--- src/rtl/adder_lab_pkg.sv ---
// Shared types for the adders lab: FSM state encoding of the serial sequencer.
package adder_lab_pkg;

   localparam int ST_W = 2;

   typedef enum logic [ST_W-1:0] {
      IDLE = 2'd0,
      RUN  = 2'd1,
      DONE = 2'd2
   } state_t;

endpackage

--- src/rtl/full_adder.sv ---
// One-bit full adder; the whole datapath of the serial sequencer.
module full_adder (
   input  logic a,
   input  logic b,
   input  logic cin,
   output logic s,
   output logic cout
);

   // Sum and majority carry.
   always_comb begin
      s    = a ^ b ^ cin;
      cout = (a & b) | (a & cin) | (b & cin);
   end

endmodule

--- src/rtl/serial_adder_ctrl.sv ---
// Bit-serial add/subtract sequencer: operands are captured on start and fed
// LSB-first through one full adder, one bit per cycle, with a registered carry.
// Results (sum, cout, overflow) only update on the final bit, so the display
// never sees partial values.
module serial_adder_ctrl
   import adder_lab_pkg::*;
#(
   parameter int WIDTH = 8
) (
   input  logic             CLOCK_50,
   input  logic             RESET,
   input  logic             start,
   input  logic             sub,
   input  logic [WIDTH-1:0] a,
   input  logic [WIDTH-1:0] b,
   output logic             busy,
   output logic             done,
   output logic [WIDTH-1:0] sum,
   output logic             cout,
   output logic             overflow
);

   localparam int CNT_W = $clog2(WIDTH);
   // Counter value on the final (MSB) edge and on the edge just before it.
   localparam logic [CNT_W-1:0] CNT_LAST = CNT_W'(WIDTH - 1);
   localparam logic [CNT_W-1:0] CNT_MSB  = CNT_W'(WIDTH - 2);

   state_t             r_state;
   state_t             w_next;
   logic [WIDTH-1:0]   r_opa;
   logic [WIDTH-1:0]   r_opb;
   logic [WIDTH-1:0]   r_acc;
   logic [WIDTH-1:0]   r_sum;
   logic [CNT_W-1:0]   r_cnt;
   logic               r_carry;
   logic               r_cmsb;
   logic               r_cout;
   logic               r_ovf;
   logic               w_s;
   logic               w_c;
   logic               w_last;
   logic               w_accept;
   logic [WIDTH-1:0]   w_acc_nxt;

   full_adder u_fa (
      .a    (r_opa[0]),
      .b    (r_opb[0]),
      .cin  (r_carry),
      .s    (w_s),
      .cout (w_c)
   );

   assign w_last    = (r_cnt == CNT_LAST);
   // Accumulator shifts the new sum bit in at the MSB end.
   assign w_acc_nxt = WIDTH'({w_s, r_acc} >> 1);

   // State register.
   always_ff @(posedge CLOCK_50 or posedge RESET) begin
      if (RESET) r_state <= IDLE;
      else       r_state <= w_next;
   end

   // Next state and handshake outputs; start is only looked at outside RUN.
   always_comb begin
      w_next   = r_state;
      w_accept = 1'b0;
      busy     = 1'b0;
      done     = 1'b0;
      case (r_state)
         IDLE: begin
            w_accept = start;
            if (start) w_next = RUN;
         end
         RUN: begin
            busy = 1'b1;
            if (w_last) w_next = DONE;
         end
         DONE: begin
            done     = 1'b1;
            w_accept = start;
            w_next   = start ? RUN : IDLE;
         end
         default: w_next = IDLE;
      endcase
   end

   // Operand capture, serial shift, carry chain and result publication.
   always_ff @(posedge CLOCK_50 or posedge RESET) begin
      if (RESET) begin
         r_opa   <= '0;
         r_opb   <= '0;
         r_acc   <= '0;
         r_sum   <= '0;
         r_cnt   <= '0;
         r_carry <= 1'b0;
         r_cmsb  <= 1'b0;
         r_cout  <= 1'b0;
         r_ovf   <= 1'b0;
      end else if (w_accept) begin
         // Subtraction is a + ~b + 1: invert B and preload the carry.
         r_opa   <= a;
         r_opb   <= sub ? ~b : b;
         r_carry <= sub;
         r_cnt   <= '0;
      end else if (r_state == RUN) begin
         r_carry <= w_c;
         r_opa   <= r_opa >> 1;
         r_opb   <= r_opb >> 1;
         r_acc   <= w_acc_nxt;
         if (!w_last) r_cnt <= r_cnt + 1'b1;
         // Carry into the MSB, needed for signed overflow on the last bit.
         if (r_cnt == CNT_MSB) r_cmsb <= w_c;
         if (w_last) begin
            r_sum  <= w_acc_nxt;
            r_cout <= w_c;
            r_ovf  <= r_cmsb ^ w_c;
         end
      end
   end

   assign sum      = r_sum;
   assign cout     = r_cout;
   assign overflow = r_ovf;

endmodule

--- config.mk ---
export PLATFORM = sky130hd
export DESIGN_NAME = serial_adder_ctrl
export DESIGN_NICKNAME = d
export VERILOG_FILES = /design/src/rtl/adder_lab_pkg.sv /design/src/rtl/full_adder.sv /design/src/rtl/serial_adder_ctrl.sv
export SDC_FILE = /design/constraint.sdc
export NUM_CORES = 1
export LEC_CHECK = 0
export ABC_AREA = 1
export CORE_MARGIN = 2
export CORE_UTILIZATION = 45
export CTS_CLUSTER_SIZE = 24
export DETAILED_ROUTE_END_ITERATION = 10
export PLACE_DENSITY = 0.72
export SYNTH_ARGS = -nofsm -noshare
export SYNTH_HDL_FRONTEND = slang
export SYNTH_HIERARCHICAL = 1
export SYNTH_SLANG_ARGS = --single-unit
--- constraint.sdc ---
create_clock -name CLOCK_50 -period 1.4 [get_ports CLOCK_50]
set_input_delay 0.42 -clock CLOCK_50 [delete_from_list [all_inputs] [get_ports CLOCK_50]]
set_output_delay 0.42 -clock CLOCK_50 [all_outputs]
set_load 0.02 [all_outputs]
==> impl_results.md <==
- Clock transition at path regs: 0.07 ns
- Core area: 4090 um^2
- Syn_area_per_cell: 7.83 um^2
- Fin crit period: 1.40 ns
- Overall Global Routing Usage: 17.7%
- Crit Path Category: register to output pin
- CTS tree: built
- Slew headroom: 83.0%
- CP max FO: 2
- HPWL after detailed placement: 2.68 mm
- Top Ports: 32
- Reg-to-reg endpoint: overflow$_DFFE_PP0P_
- Mapped Cells: 248
- Row cnt: 23
- First-pass GRT wire length: 6.96 mm
- Type of origin of the critical path: register
- CP Capture Type: output pin
- Clk sinks: 40
- Antenna fix cells: 0
- Hold Path Cell Cnt: 2
- Max-slew violation count: 0
- Root Buffer: clkbuf_8
- Critical path data arrival time: 0.98 ns
- Worst Hold Class: register to register
- Syn nets: 272
- Reg2Reg Depth: 7
- Clock Path Buffers: 2
- Final WS setup: -0.000459 ns
- Max-Cap Viols: 0
- Seq cells post-synth: 40
- Cells after DPL: 334
- Die area: 4860 um^2
- Most common cell after layout, fill and taps aside: nand2_1
- Mapped Area: 1940 um^2
- Worst-Margin Slew: 0.255 ns
- Clock Skew: 0.00999 ns
- CTS buffer count: 5
- Final hold violation count: 0
- Violated checks: negative setup slack
- Setup Viol. Count Final: 2
- Syn-to-layout area delta: 28.4%
- Post-CTS Setup Bufs: 0
- # DRC: 0
- Hold Crit Start: r_opb[7]$_DFFE_PP0P_
- DRT iter0 DRCs: 96
- Highest ir drop seen on vdd: 0.000862 V
- Critical-path top delay cell: dfrtp_2
- Routed Antenna Nets: 0
- Power per cell area: 2150 nW/um^2
- 1st-pass router iterations: 4
- Outcome: finished with violations
- Filler cell count in the final layout: 375
- Register area share after synthesis: 51.5%
- Grt ovf: 0
- Final RePlAce weighted congestion: 0.766
- Share of post-route cells with drive strength above 1: 15.8%
- Worst path max stage delay: 0.45 ns
- Die Y: 69.7 um
- CP Cell Sequence: nor2_8, buf_6
- RSZ-0062 raised after global routing: yes
- Max Clk Rate: 714 MHz
- DR vias: 1594
- Synth warn: 6
- DR WL/cell: 11.1 um
- Hold endpoint: r_opb[7]$_DFFE_PP0P_
- Reg2reg start: r_state[1]$_DFFE_PP0P_
- Fin Hold WS: 0.472 ns
- Vias/cell: 4.67
- Initial antenna violation count: 0
- Largest net degree at the start of global routing: 41
- H-tree levels: 2
- Hold_buf cts: 0
- Period utilization: 100%
- Pleak: 1.35 nW
- Vias in the first global route: 1614
- Finished Layout Cells: 341
- Clock network latency to the later pin of the worst-skew pair: 0.29 ns
- WL final: 3.77 mm
- # port buffers: 31
- Starting Density: 47.5%
- DIE WIDTH: 69.7 um
- CP Data Required Time: 0.98 ns
- Netlist cell types: 19
- Most frequent cells in the layout: nand2_1 (104), dfrtp_1 (39), inv_1 (30)
- Flop2flop setup slack: 0.10 ns
- Nets: 315
cell families (layout without fill, tap and decap cells):
group	after synthesis	count (layout)	synth area share (%)
simple gates	144	144	31.5
buf+inv	42	85	9.15
flops	40	40	51.5
compound gates	17	17	4.38
fa+ha+maj	4	4	2.96
xor+xnor	1	1	0.451
worst max path at each step:
stage | startpoint | slack (ns) | cells after the start | endpoint
CTS | r_state[1]$_DFFE_PP0P_ | -0.11 | 3 | done
floorplan | r_state[1]$_DFFE_PP0P_ | 0.04 | 3 | done
global placement | r_state[1]$_DFFE_PP0P_ | -0.27 | 3 | done
detailed placement | r_state[1]$_DFFE_PP0P_ | -0.26 | 3 | done
global route | r_state[1]$_DFFE_PP0P_ | -0.07 | 3 | done
finish | r_state[1]$_DFFE_PP0P_ | -0.0005 | 2 | busy
metal layers:
| metal | global-route usage, % | part of all wire [%] |
|---|---|---|
| met4 | 4.49 | 0.90 |
| met1 | 22.5 | 48 |
| met5 | 0 | 0 |
| met2 | 30.1 | 48 |
| met3 | 4.94 | 3.5 |
registers in the layout (all words and copies together) (netlist names):
| register | cells |
|---|---|
| sum | 8 |
| r_opb | 8 |
| r_opa | 8 |
| r_cmsb | 1 |
| r_acc | 7 |
| cout | 1 |
| r_cnt | 3 |
| overflow | 1 |
| r_state | 2 |
| r_carry | 1 |
synth_stat cells (all sizes together):
cell type | number | area (um^2)
inv | 33 | 124
nand2 | 108 | 418
buf | 9 | 53.8
nand4 | 1 | 6.26
fa | 1 | 20.0
xor2 | 1 | 8.76
ha | 3 | 37.5
nor2 | 7 | 47.5
o21ai | 17 | 85.1
nand3 | 28 | 140
dfrtp | 40 | 1000
area by class of cell:
class	instances	area (um^2)	share of cell area [%]
clock buffer	5	68.8	2.76
multi-input combinational	166	771	30.9
sequential	40	1000	40.2
inverter	33	124	4.97
tap	50	62.6	2.51
timing repair buffer	45	405	16.3
clock inverter	2	60.1	2.41
power breakdown:
group | leakage [nW] | total [mW] | switching [mW] | internal, mW
combinational | 0.781 | 2.29 | 1.35 | 0.932
sequential | 0.502 | 1.99 | 0.300 | 1.69
clock | 0.0642 | 1.10 | 0.396 | 0.702
total | 1.35 | 5.37 | 2.05 | 3.32
critical path: cells and delay by family (launching register included):
kind / cells / cell delay (ns)
buf+inv: 1 / 0.12
simple gates: 1 / 0.13
flops: 1 / 0.45
metrics by stage:
stage	util [%]	total power [mW]	TNS, ns	instance area (um^2)	worst slack [ns]
after floorplan	-	3.54	0	1940	0.0398
after global placement	58.5	4.34	-2.76	2390	-0.265
after detailed placement	58.5	4.40	-3.16	2390	-0.257
after CTS	61.7	5.46	-0.124	2520	-0.109
after global routing	61.0	5.89	-0.128	2490	-0.0676
final	61.0	5.37	-0.000790	2490	-0.000459
what timing repair did:
action	CTS	global route
gates resized for setup	33	14
pin swaps	0	0
gates cloned	0	0
setup endpoints to repair	12	24
endpoints found under the hold margin	0	0
No activity file was read; power rests on OpenSTA's default activity.
